===== src/rtl/sensor_error_monitor_if.sv =====
// Status/handshake bundle between the error detector side and the sensor_error_monitor.
// The master drives the raw error and acknowledge; the monitor (slave) drives the alarm outputs.
interface sensor_error_monitor_if #(
  parameter int CNT_WIDTH = 8
);
  logic                 error_in;
  logic                 ack;
  logic                 alarm;
  logic                 alarm_pulse;
  logic [CNT_WIDTH-1:0] err_count;

  modport master (
    output error_in,
    output ack,
    input  alarm,
    input  alarm_pulse,
    input  err_count
  );

  modport slave (
    input  error_in,
    input  ack,
    output alarm,
    output alarm_pulse,
    output err_count
  );
endinterface


===== src/rtl/sensor_error_monitor.sv =====
// Debounces the sensor error flag, latches an alarm until it is acknowledged and counts confirmed events.
// Optional macro SENSOR_MON_SAT_EN: err_count saturates instead of wrapping.
module sensor_error_monitor #(
  parameter int DEBOUNCE_CYCLES = 4,
  parameter int CNT_WIDTH       = 8
) (
  input  logic                  clk,
  input  logic                  rst,
  sensor_error_monitor_if.slave mon
);

  localparam int DW = (DEBOUNCE_CYCLES > 1) ? $clog2(DEBOUNCE_CYCLES) : 1;

  localparam logic [1:0] IDLE     = 2'd0;
  localparam logic [1:0] PENDING  = 2'd1;
  localparam logic [1:0] ALARM    = 2'd2;
  localparam logic [1:0] WAIT_CLR = 2'd3;

  logic [1:0]           state_q;
  logic [DW-1:0]        dcnt_q;
  logic                 pulse_q;
  logic [CNT_WIDTH-1:0] cnt_q;

  // Every output comes straight from a register so no input can ripple through.
  assign mon.alarm       = (state_q == ALARM);
  assign mon.alarm_pulse = pulse_q;
  assign mon.err_count   = cnt_q;

  always_ff @(posedge clk) begin
    if (rst) begin
      state_q <= IDLE;
      dcnt_q  <= '0;
      pulse_q <= 1'b0;
      cnt_q   <= '0;
    end else begin
      pulse_q <= 1'b0;
      case (state_q)
        IDLE: begin
          if (mon.error_in) begin
            if (DEBOUNCE_CYCLES == 1) begin
              state_q <= ALARM;
              dcnt_q  <= '0;
              pulse_q <= 1'b1;
`ifdef SENSOR_MON_SAT_EN
              if (cnt_q != {CNT_WIDTH{1'b1}}) cnt_q <= cnt_q + CNT_WIDTH'(1);
`else
              cnt_q <= cnt_q + CNT_WIDTH'(1);
`endif
            end else begin
              state_q <= PENDING;
              dcnt_q  <= DW'(1);
            end
          end
        end
        PENDING: begin
          if (!mon.error_in) begin
            state_q <= IDLE;
            dcnt_q  <= '0;
          end else if (dcnt_q == DW'(DEBOUNCE_CYCLES - 1)) begin
            state_q <= ALARM;
            dcnt_q  <= '0;
            pulse_q <= 1'b1;
`ifdef SENSOR_MON_SAT_EN
            if (cnt_q != {CNT_WIDTH{1'b1}}) cnt_q <= cnt_q + CNT_WIDTH'(1);
`else
            cnt_q <= cnt_q + CNT_WIDTH'(1);
`endif
          end else begin
            dcnt_q <= dcnt_q + DW'(1);
          end
        end
        ALARM: begin
          // An ack while the error persists parks in WAIT_CLR so it cannot re-confirm.
          if (mon.ack) state_q <= mon.error_in ? WAIT_CLR : IDLE;
        end
        WAIT_CLR: begin
          if (!mon.error_in) state_q <= IDLE;
        end
        default: begin
          state_q <= IDLE;
          dcnt_q  <= '0;
        end
      endcase
    end
  end

endmodule

===== src/flat_wrapper.sv =====
// flat-port wrapper written by rule: the top's interface ports become plain ports
module sensor_error_monitor_flat 
#(
  parameter int DEBOUNCE_CYCLES = 4,
  parameter int CNT_WIDTH       = 8
)
  (clk, rst, mon_error_in, mon_ack, mon_alarm, mon_alarm_pulse, mon_err_count);
  sensor_error_monitor_if #(.CNT_WIDTH(CNT_WIDTH)) mon_i ();
  input  logic clk;
  input  logic rst;
  input wire logic [$bits(mon_i.error_in)-1:0] mon_error_in;
  input wire logic [$bits(mon_i.ack)-1:0] mon_ack;
  output wire logic [$bits(mon_i.alarm)-1:0] mon_alarm;
  output wire logic [$bits(mon_i.alarm_pulse)-1:0] mon_alarm_pulse;
  output wire logic [$bits(mon_i.err_count)-1:0] mon_err_count;
  assign mon_i.error_in = mon_error_in;
  assign mon_i.ack = mon_ack;
  assign mon_alarm = mon_i.alarm;
  assign mon_alarm_pulse = mon_i.alarm_pulse;
  assign mon_err_count = mon_i.err_count;
  sensor_error_monitor #(.DEBOUNCE_CYCLES(DEBOUNCE_CYCLES), .CNT_WIDTH(CNT_WIDTH)) u_core (.clk(clk), .rst(rst), .mon(mon_i));
endmodule

===== config.mk =====
export PLATFORM = sky130hd
export DESIGN_NAME = sensor_error_monitor_flat
export DESIGN_NICKNAME = d
export VERILOG_FILES = /design/src/rtl/sensor_error_monitor_if.sv /design/src/rtl/sensor_error_monitor.sv /design/src/flat_wrapper.sv
export SDC_FILE = /design/constraint.sdc
export NUM_CORES = 1
export LEC_CHECK = 0
export CAP_MARGIN = 40
export CORE_ASPECT_RATIO = 1.1
export CORE_MARGIN = 5
export CORE_UTILIZATION = 29
export DETAILED_ROUTE_END_ITERATION = 10
export PLACE_DENSITY = 0.57
export SLEW_MARGIN = 20
export SYNTH_ARGS = -nofsm -noshare
export SYNTH_HDL_FRONTEND = slang
export SYNTH_SLANG_ARGS = --single-unit

===== constraint.sdc =====
create_clock -name clk -period 1.5 [get_ports clk]
set_clock_uncertainty 0.1 [all_clocks]
set_input_delay 0.3 -clock clk [delete_from_list [all_inputs] [get_ports clk]]
set_output_delay 0.3 -clock clk [all_outputs]
set_load 0.01 [all_outputs]

==> qor.csv, run 1 <==
stage,metric,value,unit
placed_design,port_buffers,13,
synthesis,avgSynthCellArea,8.87,µm²
sta,worst_slew_pin_slew,0.346,ns
outcome,status,completed,
final_layout,final_common_cell,dlygate4sd2_1,
pwr,power_frac_seq,0.580,
pwr,finalPower,0.610,mW
synthesis,synth_cell_types,20,
final_layout,final_util,0.467,
die,dieWidth,53.2,µm
pwr,power_frac_comb,0.069,
drt,route.detailed.drc,0,
clock_network,clkSlewWorstSetupHoldPaths,0.08,ns
global_routing,grt_max_degree,8,
clock_network,h-tree-depth,1,
setup_path,crit_required,1.61,ns
drt,drt_iter0_drc,4,
clock_network,cts_buffer_depth,2,
final_layout,final_cell_area,923,µm²
final_layout,drive_gt1_frac,0.326,
final_layout,diodes,0,
die,die_y,57.5,µm
clock_network,cts_tree,done,
pwr,pwr-share-clk,0.351,
sta,max_freq,688,MHz
pwr,switching_share,0.224,
final_layout,area_growth,55.4,%
die,die-area,3060,µm²
global_routing,overflow,0,
synthesis,ys_seq_elements,13,
synthesis,syn_area,594,µm²
setup_path,worstSetupStartpointType,flip-flop,
synthesis,ys_seq_area_frac,0.438,
drt,num_vias,602,
global_routing,grt_pass1_wl,2.45,mm
pwr,ir_drop,0.000346,V
clock_network,cts-root-buf,clkbuf_4,
setup_path,critPathMaxStageDelay,0.50,ns
setup_path,critPathMaxFanout,5,
sta,slew-limit-headroom,0.764,
placed_design,dpl_cell_area,816,µm²
min_path,min_path_type,flip-flop to flip-flop,
placed_design,place.gp.congestion,0.695,
placed_design,dpl.hpwl,976,µm
sta,rsz0062_at_grt,yes,
sta,holdWs,0.392,ns
global_routing,gr-usage-all-layers,0.106,
sta,period_needed,1.45,ns
sta,final-setup-viol-count,0,
clock_network,numCtsBuffers,3,
die,core-area,1980,µm²
job,cap_violations,0,
setup_path,crit_type,flip-flop to flip-flop,
synthesis,synthCells,67,
synthesis,yosys_warnings,0,
clock_network,clk_latency,0.27,ns
drt,wire_per_inst,12.3,µm
die,initial_core_util,0.300,
drt,drt-pass1-iter-count,4,
drt,wl,1.47,mm
pwr,leakagePower,0.400,nW
final_layout,final_cell_mix,"dlygate4sd2_1 (10), buf_4 (9), nor2_1 (7)",
die,pin_count,14,
pwr,p_int,0.473,mW
final_layout,final_nets,99,
setup_path,critical-path-slowest-cell,or4_4,
drt,via_per_inst,5.02,
sta,final_max_slew_viol_count,0,
setup_path,critPathTopFamily,simple AND/OR/NAND/NOR gates,
setup_path,arrival,1.56,ns
setup_path,critical_path.endpoint_type,flip-flop,
drt,ant_nets,0,
global_routing,grt_pass1_vias,601,
sta,hold_violations,0,
sta,fin_crit_sh,0.969,
pwr,power_density,661,nW/µm²
setup_path,crit_buf_inv,0,
global_routing,antenna_found_initial,0,
setup_path,path_cells,ha_4 -> nand4b_4 -> or4_4 -> a21oi_2,
die,num_rows,17,
pwr,switchingPower,0.137,mW
clock_network,clock_sinks,13,
synthesis,syn_nets,73,
final_layout,fillCellCount,204,
stage by stage:
stage | setup slack (ns) | cells | TNS [ns]
CTS | -0.00855 | 120 | -0.00855
global route | -0.0120 | 120 | -0.0176
detailed placement | -0.363 | 114 | -2.56
floorplan | 0.00885 | 67 | 0
finish | 0.0468 | 120 | 0
global placement | -0.321 | 114 | -2.24
worst register-to-register path: stages, from the launching register on:
cell and delay, ns:
dfxtp_2 0.35, ha_4 0.18, nand4b_4 0.14, or4_4 0.50
a21oi_2 0.12
state kept, by name (all words and copies together), names as in the netlist:
register / count
u_core.state_q: 2
u_core.mon.err_count: 8
u_core.mon.alarm_pulse: 1
u_core.dcnt_q: 2
power by group through the flow:
stage	sequential [mW]	combinational (mW)	clock (mW)
final	0.354	0.0424	0.214
after global placement	0.360	0.0408	0
after CTS	0.355	0.0424	0.228
after floorplan	0.359	0.0173	0
after detailed placement	0.360	0.0407	0
after global routing	0.355	0.0473	0.250
synthesized netlist by cell type:
library cell | number | area, µm²
nand4b_4 | 1 | 23.8
or3_1 | 1 | 6.26
dfxtp_1 | 13 | 260
nor2b_1 | 2 | 12.5
a21oi_1 | 8 | 40.0
xor2_1 | 1 | 8.76
nand4_1 | 1 | 6.26
a211oi_1 | 1 | 7.51
nand3_1 | 3 | 15.0
or4_1 | 5 | 37.5
buf_2 | 2 | 10.0
o21ai_0 | 3 | 15.0
ha_1 | 2 | 25.0
nand2_1 | 4 | 15.0
clkbuf_1 | 1 | 3.75
nor2_1 | 7 | 26.3
inv_1 | 4 | 15.0
mux2i_1 | 2 | 20.0
a2111oi_0 | 1 | 8.76
o31ai_1 | 5 | 37.5
layout make-up:
type | count | area (µm²) | area share
Multi-Input combinational cell | 48 | 379 | 0.411
Sequential cell | 13 | 272 | 0.294
Tap cell | 28 | 35.0 | 0.0379
Inverter | 4 | 15.0 | 0.0163
Clock buffer | 4 | 26.3 | 0.0285
Timing Repair Buffer | 23 | 196 | 0.213
cells by family after synthesis:
kind of cell               after synthesis  synth area share
muxes                                    2            0.0337
and+or+nand+nor                         24             0.240
buffers and inverters                    7            0.0484
AOI/OAI and AO/OA                       18             0.183
xor gates and xnor gates                 1            0.0147
DFF                                     13             0.438
adders and majority gates                2            0.0421
path summary, 6_finish.rpt:
| check | from | end | slack [ns] | cells past startpoint |
|---|---|---|---|---|
| worst min-delay path | u_core.mon.err_count[7] | u_core.mon.err_count[7] | 0.39 | 2 |
| worst min register to register | u_core.mon.err_count[7] | u_core.mon.err_count[7] | 0.39 | 2 |
| worst max-delay path | u_core.dcnt_q[0] | u_core.mon.err_count[3] | 0.05 | 4 |
| worst max register to register | u_core.dcnt_q[0] | u_core.mon.err_count[3] | 0.05 | 4 |
timing repair:
action,in CTS,in global routing
resized for setup,18,13
endpoints found under the setup margin,16,6
pin swaps,4,7
cloned,1,0
hold buffers,0,0
buffers inserted,1,0
hold endpoints to repair,0,0
layer usage:
metal  GRT usage  up-vias  part of all wire
met5           0        -                 0
met4      0.0474        0             0.018
met3      0.0339        4             0.065
met2       0.160       12              0.46
met1       0.137      285              0.45
li1            -      301                 -
No activity file was read; power rests on OpenSTA's default activity.
==> run 2: changes to the inputs <==
--- a/config.mk
+++ b/config.mk
@@ -9,6 +9,7 @@
 export CORE_ASPECT_RATIO = 1.1
 export CORE_MARGIN = 5
 export CORE_UTILIZATION = 29
+export CTS_BUF_LIST = sky130_fd_sc_hd__clkbuf_4 sky130_fd_sc_hd__clkbuf_8 sky130_fd_sc_hd__clkbuf_16
 export DETAILED_ROUTE_END_ITERATION = 10
 export PLACE_DENSITY = 0.57
 export SLEW_MARGIN = 20
==> qor.csv, run 2 (synthesized netlist as in run 1, its figures left out) <==
stage,metric,value,unit,change
outcome,status,completed,,
global_routing,gr-usage-all-layers,0.106,,-0.000523
final_layout,largest_reg_flops,8,,unchanged
min_path,min_path_type,flip-flop to flip-flop,,
final_layout,final_cell_mix,"dlygate4sd2_1 (10), buf_4 (9), nor2_1 (7)",,
clock_network,h-tree-depth,1,,unchanged
setup_path,critPathMaxFanout,5,,unchanged
job,cap_violations,0,,unchanged
setup_path,arrival,1.57,ns,about the same
sta,rsz0062_at_grt,yes,,
final_layout,drive_gt1_frac,0.337,,+0.0109
sta,period_needed,1.46,ns,+0.00548 ns
placed_design,place.gp.congestion,0.695,,unchanged
pwr,ir_drop,0.000376,V,+8.8%
global_routing,grt_max_degree,8,,unchanged
clock_network,cts-root-buf,clkbuf_4,,
global_routing,overflow,0,,unchanged
sta,final-setup-viol-count,0,,unchanged
global_routing,grt_pass1_wl,2.44,mm,-0.57%
drt,num_vias,599,,-0.50%
clock_network,clk_latency,0.27,ns,about the same
final_layout,final_nets,99,,unchanged
clock_network,cts_tree,done,,
die,num_rows,17,,unchanged
clock_network,clkSlewWorstSetupHoldPaths,0.08,ns,about the same
sta,slew-limit-headroom,0.759,,-0.00486
pwr,power_density,687,nW/µm²,+4.0%
final_layout,diodes,0,,unchanged
sta,final_max_slew_viol_count,0,,unchanged
setup_path,critical_path.endpoint_type,flip-flop,,
final_layout,area_growth,54.3,%,
drt,via_per_inst,4.99,,-0.50%
sta,hold_violations,0,,unchanged
clock_network,holdBufCountCts,0,,unchanged
drt,ant_nets,0,,unchanged
drt,drt_iter0_drc,5,,+1
clock_network,clock_sinks,13,,unchanged
final_layout,final_common_cell,dlygate4sd2_1,,
die,initial_core_util,0.300,,unchanged
sta,holdWs,0.390,ns,-0.00246 ns
drt,wl,1.50,mm,+2.0%
die,pin_count,14,,unchanged
clock_network,numCtsBuffers,3,,unchanged
sta,max_freq,686,MHz,-0.38%
die,die-area,3060,µm²,unchanged
drt,route.detailed.drc,0,,unchanged
die,die_y,57.5,µm,unchanged
global_routing,grt_pass1_vias,592,,-1.5%
setup_path,crit_required,1.61,ns,about the same
sta,worst_slew_pin_slew,0.353,ns,+0.00711 ns
die,core-area,1980,µm²,unchanged
placed_design,dpl.hpwl,976,µm,unchanged
pwr,leakagePower,0.403,nW,+0.87%
setup_path,crit_type,flip-flop to flip-flop,,
setup_path,worstSetupStartpointType,flip-flop,,
global_routing,antenna_found_initial,0,,unchanged
final_layout,final_util,0.464,,-0.00316
drt,wire_per_inst,12.5,µm,+2.0%
sta,fin_crit_sh,0.972,,+0.00365
drt,drt-pass1-iter-count,2,,-2
placed_design,port_buffers,13,,unchanged
clock_network,cts_buffer_depth,2,,unchanged
die,dieWidth,53.2,µm,unchanged
run 2: repair_timing:
action,4_1_cts,5_1_grt
endpoints found under the setup margin,16,6
buffers inserted,1,0
pin swaps,3,8
gates resized for setup,19,12
cloned,1,0
run 2: report_power, final:
part,total (mW),switching (mW),internal [mW]
Combinational,0.0430,0.0205,0.0225
Sequential,0.354,0.00566,0.348
Clock,0.234,0.113,0.121
Total,0.630,0.139,0.491
run 2: critical path, stage by stage (launching register included):
cell and delay, ns:
dfxtp_2 0.35, ha_4 0.18, nand4b_4 0.14, or4_4 0.50
a21oi_2 0.12
run 2: stage by stage:
step | setup WS [ns] | total power [mW] | std cells | area (µm²) | setup TNS [ns]
after floorplan | 0.00885 | 0.377 | 67 | 597 | 0
after global placement | -0.321 | 0.401 | 114 | 816 | -2.24
after detailed placement | -0.363 | 0.401 | 114 | 816 | -2.56
after CTS | 0.00567 | 0.646 | 120 | 881 | 0
after global routing | -0.00913 | 0.671 | 120 | 917 | -0.00913
final | 0.0413 | 0.630 | 120 | 917 | 0
run 2: worst paths after layout:
check,start,endpoint,slack [ns],cells after the start
max reg2reg,u_core.dcnt_q[0],u_core.mon.err_count[3],0.04,4
min,u_core.mon.err_count[7],u_core.mon.err_count[7],0.39,2
min reg2reg,u_core.mon.err_count[7],u_core.mon.err_count[7],0.39,2
max,u_core.dcnt_q[0],u_core.mon.err_count[3],0.04,4
run 2: cell type report:
type | count | area, µm²
Timing Repair Buffer | 23 | 191
Multi-Input combinational cell | 48 | 374
Inverter | 4 | 15.0
Tap cell | 28 | 35.0
Sequential cell | 13 | 272
Clock buffer | 4 | 30.0
Fill cell | 209 | 1060
run 2: per-layer routing:
metal,vias up,track usage,part of all wire
met1,282,0.137,0.46
met2,12,0.158,0.46
li1,301,-,-
met3,4,0.0339,0.065
met4,0,0.0474,0.018
met5,-,0,0
==> run 3: changes to the inputs <==
--- a/config.mk
+++ b/config.mk
@@ -7,7 +7,6 @@
 export LEC_CHECK = 0
 export CAP_MARGIN = 40
 export CORE_ASPECT_RATIO = 1.1
-export CORE_MARGIN = 5
 export CORE_UTILIZATION = 29
 export CTS_BUF_LIST = sky130_fd_sc_hd__clkbuf_4 sky130_fd_sc_hd__clkbuf_8 sky130_fd_sc_hd__clkbuf_16
 export DETAILED_ROUTE_END_ITERATION = 10
==> qor.csv, run 3 (synthesized netlist as in run 1, its figures left out) <==
stage,metric,value,unit,change
sta,final_max_slew_viol_count,0,,unchanged
placed_design,dpl_cell_area,830,µm²,+1.7%
global_routing,antenna_found_initial,0,,unchanged
sta,max_freq,648,MHz,-5.4%
final_layout,area_growth,55.2,%,
die,core-area,1860,µm²,-5.9%
pwr,leakagePower,0.394,nW,-2.2%
die,dieWidth,45.2,µm,-15%
global_routing,overflow,0,,unchanged
sta,final-setup-viol-count,2,,+2
clock_network,clk_latency,0.28,ns,about the same
global_routing,grt_pass1_wl,2.39,mm,-2.0%
clock_network,clock_sinks,13,,unchanged
job,cap_violations,0,,unchanged
final_layout,largest_reg_flops,8,,unchanged
die,initial_core_util,0.319,,+0.0188
die,die-area,2230,µm²,-27%
setup_path,critPathMaxFanout,6,,+1
clock_network,clkSlewWorstSetupHoldPaths,0.08,ns,about the same
outcome,failed_checks,setup timing,,
setup_path,path_cells,ha_4 -> nand4b_4 -> buf_6 -> buf_6 -> or3_4 -> a21oi_2,,
drt,topRoutingLayerUsed,met4,,
clock_network,cts-root-buf,clkbuf_4,,
setup_path,crit_required,1.61,ns,about the same
die,num_rows,16,,-1
final_layout,fillCellCount,186,,-11%
sta,period_needed,1.54,ns,+0.0840 ns
final_layout,final_util,0.495,,+0.0317
sta,slew-limit-headroom,0.789,,+0.0300
drt,m1WireLength,693,µm,+0.87%
drt,ant_nets,0,,unchanged
placed_design,pre_cts_ws,-0.372,ns,-0.00901 ns
setup_path,r2r_slack,-0.04,ns,-0.08 ns
sta,rsz0062_at_grt,yes,,
drt,drt_iter0_drc,6,,+1
clock_network,h-tree-depth,1,,unchanged
global_routing,gr-usage-all-layers,0.148,,+0.0426
sta,fin_ws,-0.0426,ns,-0.0840 ns
sta,hold_violations,0,,unchanged
min_path,hold_path_depth,2,,unchanged
setup_path,crit_type,flip-flop to flip-flop,,
placed_design,place.gp.congestion,0.737,,+6.0%
drt,via_per_inst,4.98,,-0.33%
clock_network,numCtsBuffers,3,,unchanged
min_path,min_path_type,flip-flop to flip-flop,,
drt,wl,1.45,mm,-3.3%
sta,fin_crit_sh,1.03,,+0.0560
setup_path,critPathTopFamily,simple AND/OR/NAND/NOR gates,,
pwr,power_density,679,nW/µm²,-1.1%
final_layout,diodes,0,,unchanged
setup_path,critical-path-slowest-cell,dfxtp_2,,
die,die_y,49.5,µm,-14%
setup_path,r2r-start,u_core.dcnt_q[1],,
setup_path,critical_path.endpoint_type,flip-flop,,
die,pin_count,14,,unchanged
setup_path,worstSetupStartpointType,flip-flop,,
setup_path,arrival,1.65,ns,+0.08 ns
min_path,hold_path.startpoint,u_core.mon.err_count[5],,
setup_path,r2r_end,u_core.mon.err_count[2],,
setup_path,crit_buf_inv,2,,+2
setup_path,critPathMaxStageDelay,0.36,ns,-0.14 ns
final_layout,final_common_cell,buf_4,,
drt,met2_length,662,µm,-3.5%
drt,wire_per_inst,12.0,µm,-4.1%
global_routing,grt_max_degree,8,,unchanged
setup_path,critPathLaunch,u_core.dcnt_q[1],,
global_routing,grt_pass1_vias,567,,-4.2%
sta,worst_slew_pin_slew,0.309,ns,-0.0438 ns
drt,route.detailed.drc,0,,unchanged
final_layout,final_nets,101,,+2.0%
setup_path,critPathMostFrequentCell,buf_6,,
setup_path,r2r_cells,6,,+2
drt,wl_met3,72,µm,-27%
drt,num_vias,602,,+0.50%
placed_design,dpl.hpwl,952,µm,-2.5%
placed_design,port_buffers,13,,unchanged
outcome,status,finished with violations,,
final_layout,final_cell_mix,"buf_4 (11), dlygate4sd2_1 (10), dfxtp_1 (9)",,
min_path,hold_end,u_core.mon.err_count[5],,
final_layout,drive_gt1_frac,0.330,,-0.00717
clock_network,cts_tree,done,,
clock_network,cts_buffer_depth,2,,unchanged
final_layout,final_cell_area,922,µm²,+0.55%
sta,holdWs,0.396,ns,+0.00622 ns
drt,drt-pass1-iter-count,4,,+2
pwr,ir_drop,0.000357,V,-5.0%
[run 3: changes by cell type in the layout (fill, tap and decap cells not counted), sizes merged]
| cell | previous run | this run |
|---|---|---|
| buf | 10 | 13 |
| clkbuf | 5 | 4 |
| clkdlybuf4s15 | 0 | 1 |
| nand4b | 2 | 1 |
[run 3: through the flow]
stage / cells / power (mW) / TNS, ns
after floorplan: 67 / 0.377 / 0
after global placement: 115 / 0.401 / -2.15
after detailed placement: 115 / 0.402 / -2.52
after CTS: 121 / 0.643 / -0.0349
after global routing: 121 / 0.671 / -0.294
final: 121 / 0.627 / -0.0472
[run 3: cell type report]
type,instances,area (µm²),area share
clock buffers,4,30.0,0.0326
inverters,4,15.0,0.0163
multi-input cells,47,355,0.385
flip-flops and latches,13,265,0.288
well taps,27,33.8,0.0366
repair buffers,26,223,0.242
[run 3: how the worst max path moves through the flow]
stage	endpoint	slack [ns]	cells after the start
6_report	u_core.mon.err_count[2]	-0.04	6
5_1_grt	u_core.mon.err_count[2]	-0.09	6
4_1_cts	u_core.mon.err_count[2]	-0.03	6
3_5_place_dp	u_core.mon.err_count[7]	-0.37	4
3_3_place_gp	u_core.mon.err_count[7]	-0.33	4
2_1_floorplan	u_core.mon.err_count[5]	0.009	4
[run 3: worst min-delay path, cell delays in order, from the launching register on]
cell and delay, ns:
dfxtp_2 0.35, o31ai_2 0.06, a21oi_1 0.05
[run 3: per-layer routing]
metal / up-vias / track usage
met2: 15 / 0.227
met4: 0 / 0.0606
met5: - / 0
li1: 298 / -
met3: 5 / 0.0659
met1: 284 / 0.176
[run 3: what timing repair did]
| item | in CTS | in global routing |
|---|---|---|
| gates resized for setup | 21 | 7 |
| pin swaps | 7 | 2 |
| hold buffers | 0 | 0 |
| setup buffers | 2 | 0 |
| setup endpoints to repair | 16 | 7 |
[run 3: power by group]
group / switching [mW] / total [mW] / internal [mW]
clock: 0.110 / 0.231 / 0.121
sequential: 0.00457 / 0.354 / 0.349
combinational: 0.0190 / 0.0415 / 0.0225
